**config.mk**
```make
export PLATFORM = sky130hd
export DESIGN_NAME = seq_reduce
export DESIGN_NICKNAME = d
export VERILOG_FILES = /design/src/rtl/seq_reduce.sv
export SDC_FILE = /design/constraint.sdc
export NUM_CORES = 1
export LEC_CHECK = 0
export ABC_CLOCK_PERIOD_IN_PS = 5920
export CAP_MARGIN = 25
export CORE_UTILIZATION = 60
export DETAILED_ROUTE_END_ITERATION = 12
export PLACE_DENSITY = 0.77
export SYNTH_ARGS = -nofsm -noshare
export SYNTH_HDL_FRONTEND = slang
export SYNTH_SLANG_ARGS = --single-unit
export TNS_END_PERCENT = 50
```
**constraint.sdc**
```tcl
create_clock -name clk -period 5.92 [get_ports clk]
set_input_delay 0.888 -clock clk [delete_from_list [all_inputs] [get_ports clk]]
set_output_delay 0.888 -clock clk [all_outputs]
set_load 0.02 [all_outputs]
```
**src/rtl/seq_reduce.sv**
```systemverilog
// seq_reduce: frames of N signed numbers reduced to a single signed result
// (sum / max / min / range), emitted as a one-cycle pulse after the frame.
//
// state     | meaning
// ----------+----------------------------------------------------------
// S_IDLE    | no frame open, count = 0
// S_COLLECT | frame open, 1..N-1 numbers accepted, waiting for the rest
module seq_reduce #(
  parameter int W     = 4,
  parameter int N     = 6,
  parameter int OUT_W = 6
) (
  input  logic                    clk,
  input  logic                    rst,
  input  logic                    in_valid,
  input  logic signed [W-1:0]     in_number,
  input  logic [1:0]              mode,
  output logic                    out_valid,
  output logic signed [OUT_W-1:0] out_result
);

  localparam int CNT_W = $clog2(N);
  localparam int SUM_W = W + $clog2(N) + 1;
  // Internal width wide enough for the full-precision sum and for the
  // saturation bounds, plus a guard bit so comparisons never wrap.
  localparam int CW    = ((SUM_W > OUT_W) ? SUM_W : OUT_W) + 1;

  localparam logic [CNT_W-1:0]     LAST    = CNT_W'(N - 1);
  localparam logic signed [CW-1:0] SAT_MAX = {{(CW-OUT_W+1){1'b0}}, {(OUT_W-1){1'b1}}};
  localparam logic signed [CW-1:0] SAT_MIN = {{(CW-OUT_W+1){1'b1}}, {(OUT_W-1){1'b0}}};

  typedef enum logic {S_IDLE, S_COLLECT} state_e;

  state_e                  state_q, state_d;
  logic [CNT_W-1:0]        cnt_q, cnt_d;
  logic [1:0]              mode_q, mode_d;
  logic signed [CW-1:0]    acc_q, acc_d;
  logic signed [W-1:0]     max_q, max_d;
  logic signed [W-1:0]     min_q, min_d;
  logic                    out_valid_q, out_valid_d;
  logic signed [OUT_W-1:0] out_result_q, out_result_d;

  logic signed [CW-1:0]    in_ext;
  logic signed [CW-1:0]    sum_c;
  logic signed [CW-1:0]    rng_c;
  logic signed [W-1:0]     max_c;
  logic signed [W-1:0]     min_c;
  logic                    first_c;
  logic                    last_c;

  function automatic logic signed [OUT_W-1:0] sat(input logic signed [CW-1:0] v);
    if (v > SAT_MAX) begin
      sat = SAT_MAX[OUT_W-1:0];
    end else if (v < SAT_MIN) begin
      sat = SAT_MIN[OUT_W-1:0];
    end else begin
      sat = v[OUT_W-1:0];
    end
  endfunction

  assign in_ext  = {{(CW-W){in_number[W-1]}}, in_number};
  assign first_c = (state_q == S_IDLE) && in_valid;
  assign last_c  = (state_q == S_COLLECT) && in_valid && (cnt_q == LAST);

  // Running values including the number presented this cycle; on the
  // closing number these are the frame's final sum/max/min.
  assign sum_c = acc_q + in_ext;
  assign max_c = (in_number > max_q) ? in_number : max_q;
  assign min_c = (in_number < min_q) ? in_number : min_q;
  assign rng_c = {{(CW-W){max_c[W-1]}}, max_c} - {{(CW-W){min_c[W-1]}}, min_c};

  // State register.
  always_ff @(posedge clk or posedge rst) begin
    if (rst) begin
      state_q <= S_IDLE;
    end else begin
      state_q <= state_d;
    end
  end

  // Next-state logic: a gap in in_valid or the N-th number closes the frame.
  always_comb begin
    state_d = state_q;
    case (state_q)
      S_IDLE:    if (in_valid) state_d = S_COLLECT;
      S_COLLECT: if (!in_valid || (cnt_q == LAST)) state_d = S_IDLE;
      default:   state_d = S_IDLE;
    endcase
  end

  // Datapath next values: first number seeds everything, later ones fold in.
  always_comb begin
    cnt_d  = cnt_q;
    mode_d = mode_q;
    acc_d  = acc_q;
    max_d  = max_q;
    min_d  = min_q;
    if (first_c) begin
      cnt_d  = CNT_W'(1);
      mode_d = mode;
      acc_d  = in_ext;
      max_d  = in_number;
      min_d  = in_number;
    end else if (state_q == S_COLLECT) begin
      if (!in_valid || last_c) begin
        cnt_d = '0;
      end else begin
        cnt_d = cnt_q + CNT_W'(1);
        acc_d = sum_c;
        max_d = max_c;
        min_d = min_c;
      end
    end
  end

  // Datapath registers.
  always_ff @(posedge clk or posedge rst) begin
    if (rst) begin
      cnt_q  <= '0;
      mode_q <= '0;
      acc_q  <= '0;
      max_q  <= '0;
      min_q  <= '0;
    end else begin
      cnt_q  <= cnt_d;
      mode_q <= mode_d;
      acc_q  <= acc_d;
      max_q  <= max_d;
      min_q  <= min_d;
    end
  end

  // Output logic: result selected by the latched mode on the closing number.
  always_comb begin
    out_valid_d  = last_c;
    out_result_d = '0;
    if (last_c) begin
      case (mode_q)
        2'b00:   out_result_d = sat(sum_c);
        2'b01:   out_result_d = {{(OUT_W-W){max_c[W-1]}}, max_c};
        2'b10:   out_result_d = {{(OUT_W-W){min_c[W-1]}}, min_c};
        default: out_result_d = sat(rng_c);
      endcase
    end
  end

  // Output registers give the one-cycle latency and the zero-when-idle result.
  always_ff @(posedge clk or posedge rst) begin
    if (rst) begin
      out_valid_q  <= 1'b0;
      out_result_q <= '0;
    end else begin
      out_valid_q  <= out_valid_d;
      out_result_q <= out_result_d;
    end
  end

  assign out_valid  = out_valid_q;
  assign out_result = out_result_q;

endmodule

```
# After elaboration in Yosys (flattened, before gate mapping)
# Index checks and enable logic that the tools add are counted.
# totals
ff_bits	30
input_bits	9
out_inout_bits	7
wordCells	54
# op_classes
addsub	3
magnitude_cmp	6
eq_ne	4
n_mux	23
n_bitwise	1
n_reduce_logical	9
# op_table
operator	n
4-bit two-way mux	8
6-bit two-way mux	5
9-bit two-way mux	3
6-bit one-hot mux with 3 select lines	1
9-bit by 4-bit adder with 9-bit output	1
9-bit by 6-bit greater-than comparator with 1-bit output (second input constant)	1
9-bit by 6-bit less-than comparator with 1-bit output (second input constant)	1
3-bit two-way mux	3
5-bit by 6-bit greater-than comparator with 1-bit output (second input constant)	1
5-bit by 6-bit less-than comparator with 1-bit output (second input constant)	1
4-bit by 4-bit subtractor with 5-bit output	1
4-bit greater-than comparator	1
4-bit less-than comparator	1
3-bit by 1-bit adder with 3-bit output (second input constant)	1
3-bit equality test (second input constant)	1
1-bit logical AND	3
2-bit by 1-bit equality test with 1-bit output (second input constant)	1
2-bit equality test (second input constant)	1
2-bit logical NOT	1
1-bit logical OR	2
1-bit two-way mux	2
2-bit != test (second input constant)	1
1-bit one-hot mux with 2 select lines	1
2-bit AND reduction	1
other kinds (3)	3

# Depth between registers and ports, before layout
# Gate-level depths: netlist of run 1.
# logic_depth
depth_word	8
mapped_depth	14
depth_no_buf	14

# Least setup slack after synthesis of run 1
# No wires, ideal clock.
# synth_timing
path_type	input to register
start	in in_number[1]
end	reg out_result_q[4], in the netlist out_result[4]
setup_ns	0.135
arrival_ns	3.341
required_time_ns	5.785
slack_ns	2.444
path_stages	13
path_buffers	0
path_cell_list	ha_1 nor2b_1 o21ai_0 nand2_1 a31oi_2 mux2i_1 inv_1 fa_1 nor2b_1 nor3_1 mux2_2 o21ai_0 a31oi_1
# synth_between
elab_chain_cells	8
word_cells_on_any_way	16
# synth_rtl
item	line_no	source
from (decl)	16	input logic signed [W-1:0] in_number,
4-bit greater-than comparator / 4-bit less-than comparator (equally long branches)	68, 69	
4-bit two-way mux (on tied branches)	68, 69	
4-bit by 4-bit subtractor with 5-bit output	70	assign rng_c = {{(CW-W){max_c[W-1]}}, max_c} - {{(CW-W){min_c[W-1]}}, min_c};
5-bit by 6-bit less-than comparator with 1-bit output	54	end else if (v < SAT_MIN) begin
6-bit two-way mux	54	
6-bit two-way mux	52	if (v > SAT_MAX) begin
6-bit one-hot mux with 3 select lines (*)	138	case (mode_q)
6-bit two-way mux (*)	137	if (last_c) begin
named net out_result_d[4]	41	logic signed [OUT_W-1:0] out_result_q, out_result_d;
to (signal assigned)	154	out_result_q <= out_result_d;
to (decl)	41	
# The timed path passes the listed nets; every way through them passes the cells marked *.
# A chain may end at the register's enable or synchronous reset.

# Final worst setup path of run 1
# layout_timing
start	in in_number[1]
end	reg out_result_q[5], in the netlist out_result[5]
# Same word-level chain as after synthesis.

==> results of run 1 <==
## path summary, 6_finish.rpt
check                      slack, ns                       to  cells after the start                  from
min in group asynchronous       0.88  out_result[1]$_DFF_PP0_                      2                   rst
hold / removal                  0.52     acc_q[0]$_DFFE_PP0P_                      2  acc_q[0]$_DFFE_PP0P_
setup reg to reg                2.61  out_result[5]$_DFF_PP0_                     14  max_q[1]$_DFFE_PP0P_
hold reg to reg                 0.52     acc_q[0]$_DFFE_PP0P_                      2  acc_q[0]$_DFFE_PP0P_
setup / recovery                1.86  out_result[5]$_DFF_PP0_                     14          in_number[1]
max in group asynchronous       4.56     acc_q[5]$_DFFE_PP0P_                      3                   rst
## through the flow
step	setup WS, ns	hold WS, ns	power [W]	cell area [sq um]	instances
3_3_place_gp	1.64	0.477	0.000945	2370	298
6_report	1.86	0.515	0.00108	2450	306
4_1_cts	1.91	0.520	0.00107	2450	306
5_1_grt	1.64	0.535	0.00118	2450	306
3_5_place_dp	1.56	0.489	0.000957	2400	299
2_1_floorplan	2.44	0.460	0.000819	2180	242
## area by class of cell
cell class	count	area, sq um
Sequential cell	30	751
Tap cell	46	57.6
Inverter	21	78.8
Clock inverter	2	10.0
Multi-Input combinational cell	186	1330
Timing Repair Buffer	16	178
Fill cell	272	970
Clock buffer	5	37.5
## power by group
group	internal (W)	switching, W
clock	0.0000426	0.0000702
sequential	0.000261	0.0000458
combinational	0.000291	0.000367
## cell usage in the layout, fill, tap and decap left out, types with 2 or more instances in the layout
| cell | netlist | final |
|---|---|---|
| a21o_1 | 4 | 4 |
| and2_1 | 3 | 3 |
| a31oi_1 | 7 | 7 |
| o21a_1 | 2 | 2 |
| dfrtp_1 | 30 | 30 |
| nand2_1 | 32 | 32 |
| ha_1 | 21 | 21 |
| fa_1 | 2 | 2 |
| nor3_1 | 5 | 5 |
| xnor2_1 | 2 | 2 |
| a21oi_1 | 13 | 13 |
| a221o_1 | 3 | 3 |
| nor2_1 | 11 | 11 |
| a211oi_1 | 3 | 3 |
| o21ai_0 | 20 | 20 |
| inv_1 | 21 | 21 |
| o21ai_1 | 2 | 2 |
| nand2b_1 | 2 | 2 |
| clkdlybuf4s50_1 | 0 | 15 |
| a31o_2 | 2 | 2 |
| a211o_2 | 4 | 4 |
| nand3_1 | 6 | 6 |
| o31a_1 | 2 | 2 |
| nor2b_1 | 6 | 6 |
| mux2_2 | 6 | 6 |
| clkbuf_4 | 0 | 5 |
| o221ai_1 | 2 | 2 |
| xor2_1 | 5 | 5 |
| mux2i_1 | 5 | 5 |
| o2111ai_1 | 2 | 2 |
| clkinv_2 | 0 | 2 |
## per-layer routing
layer  up-vias  wire (um)
met5         -          0
met4         0        106
met3        10        143
met2        35       2370
met1       884       2200
li1        918          -
## worst register-to-register path, delay by kind of cell (launching register included)
kind | cells | cell delay (ns)
compound gates | 4 | 0.89
fa+ha+maj | 2 | 0.72
mux | 2 | 0.62
simple gates | 4 | 0.39
flops | 1 | 0.37
buf+inv | 2 | 0.21
## registers in the layout (all words and copies together) (netlist names)
name        cells
mode_q          2
acc_q           9
min_q           4
cnt_q           3
state_q         1
out_valid       1
out_result      6
max_q           4
## logic make-up after synthesis
logic type | count (synthesis) | synth area share [%]
compound gates | 75 | 24.1
xor+xnor | 7 | 2.81
fa+ha+maj | 23 | 13.9
buf+inv | 26 | 4.47
flops | 30 | 34.4
mux | 11 | 5.39
simple gates | 70 | 14.9
==> out/metrics.cfg, run 1 <==
[outcome]
status=finished, final reports clean

[die]
dieArea_sq_um=3880
dieHeight_um=62.3
start_util_pct=63.9
die_x_um=62.3
pin_count=16
placementRows=21
coreArea_sq_um=3420

[detailed_routing]
drt_iter0_markers=107
ant_nets=0
wl_per_cell_um=15.8
vias=1847
drc=0
wl_mm=4.82
drtPass1Iterations=5
vias_per_cell=6.04

[cts]
cts_buffer_depth=2
insertion_delay_ns=0.34
cts-resized-gates=0
cts_setup_buffers=0
cts_sinks=30
cts_made_buffers=5
cts_tree=built
hold_buffers=0
htree_num_levels=2
clk_pin_slew_worst_paths_ns=0.09
cts_root_buffer=clkbuf_4

[grt]
grt_max_degree=21
grt_pass1_wl_mm=8.51
grt.met1_usage_pct=35.6
grt_usage_pct=28.4
grt_busiest_layer=met2
global_route.usage.met3_pct=3.49
globalRouteMet2Util_pct=48.9
antenna_found_initial=0
grt-ovfl-total=0
first_global_vias=1808

[placement]
hpwl_mm=3.72
io_buffers=15
gp_congestion=0.919

[timing]
min_period_ns=4.06
tns_ns=0
finalCritPeriodShare_pct=68.7
fin_skew_ns=0.0137
hold_viol_final=0
setup_viol_count_final=0
tightest_slew_ns=0.673
finalMaxSlewViolations=0
slew_headroom_pct=54.8
rsz0062_at_grt=false
fmax_ghz=0.246

[worst_setup_path]
cpLargestDelayFamily=compound AO/OA/AOI/OAI gates
path_class=in -> reg
path_buf_inv=2
worstSetupStartpointType=input pin
cp.required_ns=6.14
worstPathArrival_ns=4.28
slowest_delay_ns=0.62
slowest_stage=clkdlybuf4s50_1
critPathCaptureType=flip-flop
crit_chain=clkdlybuf4s50_1, ha_1, nor2b_1, o21ai_0, nand2_1, a31oi_2, mux2i_1, inv_1, fa_1, nor2b_1, nor3_1, mux2_2, o21ai_0, a21oi_1
path_max_fanout=9

[synthesis]
ys_async_sr_fraction_pct=100
synth_ff_type=dfrtp_1
synth_cell_types=43
postSynthAreaPerCell_sq_um=9.02
yosysSeqAreaShare_pct=34.4
synth_edf_count=0
ys_warn_count=0
ys_ff_latch=30
synth.largest_area_cell=dfrtp_1
synthTopCellsByCount=32 x nand2_1, 30 x dfrtp_1, 21 x ha_1, 21 x inv_1, 20 x o21ai_0
yosysMostFrequentCell=nand2_1
yosys-top-cells-area=dfrtp_1 34%, ha_1 12%, nand2_1 5.5%
synth_top_area_share_pct=34.4
syn_inst=242
mappedNetlistArea_sq_um=2180
syn-num-nets=274

[power_and_ir_drop]
power.density_nw_per_um2=440
cellLeakagePower_nw=1.11
ir_drop_mv=0.253

[finish]
diodes=0
final_nets=292
drive_gt1_share_pct=10.4
syn_to_final_growth_pct=12.1
final_core_util_pct=71.6

[flow_run]
maxCapViolations=0

[min_path]
hp-class=reg -> reg

(Power assumes the default switching activity.)
==> run 2: changes to the inputs <==
- ABC_CLOCK_PERIOD_IN_PS: 5920 -> 4250
- CORE_UTILIZATION: 60 -> 59
- PLACE_DENSITY: 0.77 -> 0.76
- clock period: 5.92 -> 4.25 ns (I/O delays scaled with it)
==> run 2 against run 1 <==
Compared with the run above: sequential power up 38%; flip-flop and latch count unchanged; combinational power up 42%; clock-buffer cell count up 1; highest routed layer unchanged; worst setup slack worse by 1.4 ns; global-route usage about the same.
==> out/metrics.cfg, run 2 (synthesis results as in run 1) <==
[grt]
grt_usage_pct=28.4
antenna_found_initial=0
first_global_vias=1832
grt_pass1_wl_mm=8.46
grt-ovfl-total=0
grt_max_degree=21
global_route.usage.met3_pct=7.48
grt.met1_usage_pct=34.2
grt_busiest_layer=met2
globalRouteMet2Util_pct=45.9

[worst_setup_path]
slowest_stage=clkdlybuf4s50_1
path_class=in -> reg
worstReg2RegEnd=out_result[4]$_DFF_PP0_
path_max_fanout=6
reg2reg_from=min_q[2]$_DFFE_PP0P_
slowest_delay_ns=0.55
path_depth=13
critPathCaptureType=flip-flop
path_buf_inv=1
crit_chain=clkdlybuf4s50_1, ha_1, a21oi_1, o2111ai_1, o21ai_1, mux2_2, ha_1, fa_1, nor2b_1, nor3_1, mux2_2, o21ai_0, a31oi_1
worstSetupStartpointType=input pin
cpLargestDelayFamily=compound AO/OA/AOI/OAI gates
worstPathArrival_ns=3.90
reg2reg_slack_ns=1.00
ff2ff_path_depth=13
cp.required_ns=4.40

[cts]
cts_setup_buffers=0
hold_buffers=0
cts_root_buffer=clkbuf_8
clk_pin_slew_worst_paths_ns=0.07
cts_buffer_depth=2
cts_made_buffers=5
insertion_delay_ns=0.28
cts_sinks=30
cts_tree=built
htree_num_levels=2
cts-resized-gates=0

[die]
start_util_pct=63.4
die_x_um=62.8
dieArea_sq_um=3950
coreArea_sq_um=3440
pin_count=16
dieHeight_um=62.8
placementRows=21

[timing]
min_period_ns=3.75
setup_viol_count_final=0
fin_skew_ns=0.00936
finalMaxSlewViolations=0
slew_headroom_pct=54.8
tightest_slew_ns=0.674
hold_viol_final=0
finalCritPeriodShare_pct=88.3
rsz0062_at_grt=false
fmax_ghz=0.267
tns_ns=0

[outcome]
status=finished, final reports clean

[min_path]
holdPathStages=2
min_from=acc_q[0]$_DFFE_PP0P_
holdPathEnd=acc_q[0]$_DFFE_PP0P_
hp-class=reg -> reg

[finish]
largest_reg_flops=9
syn_to_final_growth_pct=15.2
final_nets=295
top_register=acc_q
most-common-layout-cells=32 x nand2_1, 30 x dfrtp_1, 21 x inv_1, 21 x ha_1, 20 x o21ai_0
diodes=0
final_common_cell=nand2_1
fillers=252
drive_gt1_share_pct=11.4

[power_and_ir_drop]
cellLeakagePower_nw=1.14
p_total_w=0.00165
ir_drop_mv=0.312
power.density_nw_per_um2=658

[detailed_routing]
vias=1834
wl_mm=4.88
drc=0
drtPass1Iterations=4
drt_iter0_markers=125
ant_nets=0
wl_per_cell_um=15.8
vias_per_cell=5.94

[flow_run]
maxCapViolations=0

[placement]
io_buffers=15
hpwl_mm=3.63
gp_congestion=0.900

-- run 2: changes by cell type in the layout (fill, tap and decap cells not counted), sizes merged --
| cell | before | now |
|---|---|---|
| buf | 1 | 4 |
| clkinv | 2 | 0 |
| bufinv | 0 | 1 |
| clkbuf | 5 | 6 |
-- run 2: layout make-up --
class / count / area (sq um) / area share (%)
multi-input combinational: 186 / 1330 / 53.1
inverter: 21 / 78.8 / 3.14
clock buffer: 6 / 82.6 / 3.29
timing repair buffer: 19 / 180 / 7.17
tap: 46 / 57.6 / 2.29
clock inverter: 1 / 30.0 / 1.19
sequential: 30 / 751 / 29.9
-- run 2: power breakdown --
group	switching, W	leakage [nW]	internal, W	total, W
Combinational	0.000521	0.707	0.000415	0.000936
Sequential	0.0000613	0.375	0.000364	0.000425
Clock	0.000105	0.0573	0.000187	0.000293
-- run 2: metal layers --
metal	wire length [um]	part of all wire, %
met1	2190	45
met4	174	3.6
met3	207	4.2
met2	2300	47
met5	0	0
-- run 2: stage by stage --
step | area (sq um) | std cells | worst slack (ns) | util (%) | hold slack (ns)
floorplan | 2180 | 242 | 1.02 | - | 0.460
global placement | 2400 | 302 | 0.505 | 69.8 | 0.475
detailed placement | 2400 | 302 | 0.419 | 69.8 | 0.496
CTS | 2510 | 309 | 0.560 | 73.0 | 0.511
global route | 2510 | 309 | 0.362 | 73.0 | 0.541
finish | 2510 | 309 | 0.499 | 73.0 | 0.512
-- run 2: worst min-delay path, delay by kind of cell, from the launching register on --
kind	cells	cell delay, ns
DFF	1	0.36
AOI/OAI and AO/OA	1	0.06
and+or+nand+nor	1	0.05
-- run 2: worst max-delay path by stage --
| stage | to | start | slack, ns |
|---|---|---|---|
| after detailed placement | out_result[4]$_DFF_PP0_ | in_number[1] | 0.42 |
| after floorplan | out_result[4]$_DFF_PP0_ | in_number[1] | 1.02 |
| after CTS | out_result[4]$_DFF_PP0_ | in_number[1] | 0.56 |
| final | out_result[4]$_DFF_PP0_ | in_number[1] | 0.50 |
| after global routing | out_result[5]$_DFF_PP0_ | in_number[1] | 0.36 |
| after global placement | out_result[4]$_DFF_PP0_ | in_number[1] | 0.50 |
==> run 3: changes to the inputs <==
- CORE_UTILIZATION: 59 -> 60
- CTS_BUF_LIST: default -> sky130_fd_sc_hd__clkbuf_4
- PLACE_DENSITY: 0.76 -> 0.77
==> run 3 against run 2 <==
Compared with the run above: critical path depth grew 2; largest cell class unchanged; sequential power is essentially flat; critical path type unchanged; utilization shrank 1.5 points; sequential share of layout area grew 0.87 points; largest power group unchanged; clock power shrank 48%; combinational power shrank 0.5%; power shrank 8.7%; global-route usage grew 0.13 points; critical endpoint unchanged.
==> out/metrics.cfg, run 3 (synthesis results as in run 1) <==
[finish]
final_cell_area_sq_um=2440
most-common-layout-cells=32 x nand2_1, 30 x dfrtp_1, 21 x inv_1, 21 x ha_1, 20 x o21ai_0
final_common_cell=nand2_1
syn_to_final_growth_pct=11.9
fillers=278
drive_gt1_share_pct=10.7
top_register=acc_q
final_nets=295
multi_input_area_sq_um=1330
largest_reg_flops=9
diodes=0
seq_area_sq_um=751

[detailed_routing]
wl_mm=4.91
vias=1816
drc=0
drtPass1Iterations=4
wl_per_cell_um=16.0
ant_nets=0
vias_per_cell=5.90
drt_iter0_markers=107

[cts]
cts_buffer_depth=2
htree_num_levels=2
cts_setup_buffers=0
cts_made_buffers=5
hold_buffers=0
cts-resized-gates=0
cts_tree=built
insertion_delay_ns=0.34
clk_pin_slew_worst_paths_ns=0.09
cts_sinks=30
cts_root_buffer=clkbuf_4

[grt]
grt.met1_usage_pct=38.1
global_route.usage.met3_pct=4.41
grt_busiest_layer=met2
grt_usage_pct=28.5
grt_max_degree=19
grt-ovfl-total=0
globalRouteMet2Util_pct=46.0
first_global_vias=1746
grt_pass1_wl_mm=8.37
antenna_found_initial=0

[worst_setup_path]
path_class=in -> reg
reg2reg_from=min_q[2]$_DFFE_PP0P_
slowest_stage=clkdlybuf4s50_1
cp.required_ns=4.45
path_max_fanout=8
ff2ff_path_depth=13
path_depth=15
worstSetupStartpointType=input pin
slowest_delay_ns=0.60
critPathLaunch=in_number[1]
crit_chain=clkdlybuf4s50_1, ha_1, nor2b_1, o21ai_0, nand2_1, a31oi_2, buf_4, mux2i_1, ha_1, fa_1, nor2b_1, nor3_1, mux2_2, o21ai_0, a31oi_1
path_buf_inv=2
crit_end=out_result[4]$_DFF_PP0_
cpLargestDelayFamily=adder cells
worstPathArrival_ns=3.69
critPathCaptureType=flip-flop
reg2reg_slack_ns=1.14
worstReg2RegEnd=out_result[4]$_DFF_PP0_

[timing]
setup_viol_count_final=0
finalMaxSlewViolations=0
min_period_ns=3.49
tightest_slew_ns=0.671
rsz0062_at_grt=false
slew_headroom_pct=55.1
finalCritPeriodShare_pct=82.1
fin_skew_ns=0.0134
tns_ns=0
hold_viol_final=0
fmax_ghz=0.287

[die]
pin_count=16
dieHeight_um=62.3
dieArea_sq_um=3880
start_util_pct=63.9
coreArea_sq_um=3420
die_x_um=62.3
placementRows=21

[min_path]
hp-class=reg -> reg

[power_and_ir_drop]
power_frac_comb_pct=61.7
power.density_nw_per_um2=618
cellLeakagePower_nw=1.11
power_switching_w=0.000677
power_frac_clock_pct=10.1
switching_share_pct=44.9
seq_power_share_pct=28.3
ir_drop_mv=0.362
p_int_w=0.000833

[placement]
placed_cell_area_sq_um=2400
gp_congestion=0.873
hpwl_mm=3.71
io_buffers=15

[flow_run]
maxCapViolations=0

[outcome]
status=finished, final reports clean

-- run 3: stage by stage --
stage	instances	utilization [%]	hold WS, ns	total power, W	worst slack, ns
after floorplan	242	-	0.460	0.00114	1.02
after global placement	302	70.3	0.475	0.00133	0.501
after detailed placement	302	70.3	0.486	0.00135	0.437
after CTS	308	71.5	0.506	0.00150	0.778
after global routing	308	71.5	0.518	0.00165	0.529
final	308	71.5	0.506	0.00151	0.761
-- run 3: worst min-delay path, stage by stage, from the launching register on --
cell	delay, ns
dfrtp_1	0.35
nand2_1	0.05
o221ai_1	0.06
-- run 3: how the worst min path moves through the flow --
| stage | start | to | depth (start not counted) |
|---|---|---|---|
| after floorplan | min_q[0]$_DFFE_PP0P_ | min_q[0]$_DFFE_PP0P_ | 2 |
| after global placement | acc_q[0]$_DFFE_PP0P_ | acc_q[0]$_DFFE_PP0P_ | 2 |
| after detailed placement | acc_q[0]$_DFFE_PP0P_ | acc_q[0]$_DFFE_PP0P_ | 2 |
| after CTS | acc_q[0]$_DFFE_PP0P_ | acc_q[0]$_DFFE_PP0P_ | 2 |
| after global routing | acc_q[0]$_DFFE_PP0P_ | acc_q[0]$_DFFE_PP0P_ | 2 |
| final | acc_q[0]$_DFFE_PP0P_ | acc_q[0]$_DFFE_PP0P_ | 2 |
-- run 3: power by group through the flow --
| stage | registers (W) | logic [W] | clock network (W) |
|---|---|---|---|
| global route | 0.000440 | 0.00104 | 0.000163 |
| finish | 0.000427 | 0.000931 | 0.000152 |
| CTS | 0.000427 | 0.000922 | 0.000155 |
| detailed placement | 0.000432 | 0.000914 | 0 |
| global placement | 0.000430 | 0.000897 | 0 |
| floorplan | 0.000410 | 0.000731 | 0 |
-- run 3: layer usage --
| metal | part of all wire, % | up-vias |
|---|---|---|
| met1 | 48 | 856 |
| met2 | 48 | 30 |
| met4 | 2.0 | 0 |
| met5 | 0 | - |
| met3 | 2.6 | 7 |
| li1 | - | 923 |
-- run 3: final cells by class --
| class | instances | area share, % |
|---|---|---|
| clock buffers | 5 | 1.54 |
| clock inverters | 1 | 0.154 |
| inverters | 21 | 3.23 |
| multi-input cells | 186 | 54.6 |
| flip-flops and latches | 30 | 30.7 |
| well taps | 46 | 2.36 |
| repair buffers | 19 | 7.38 |
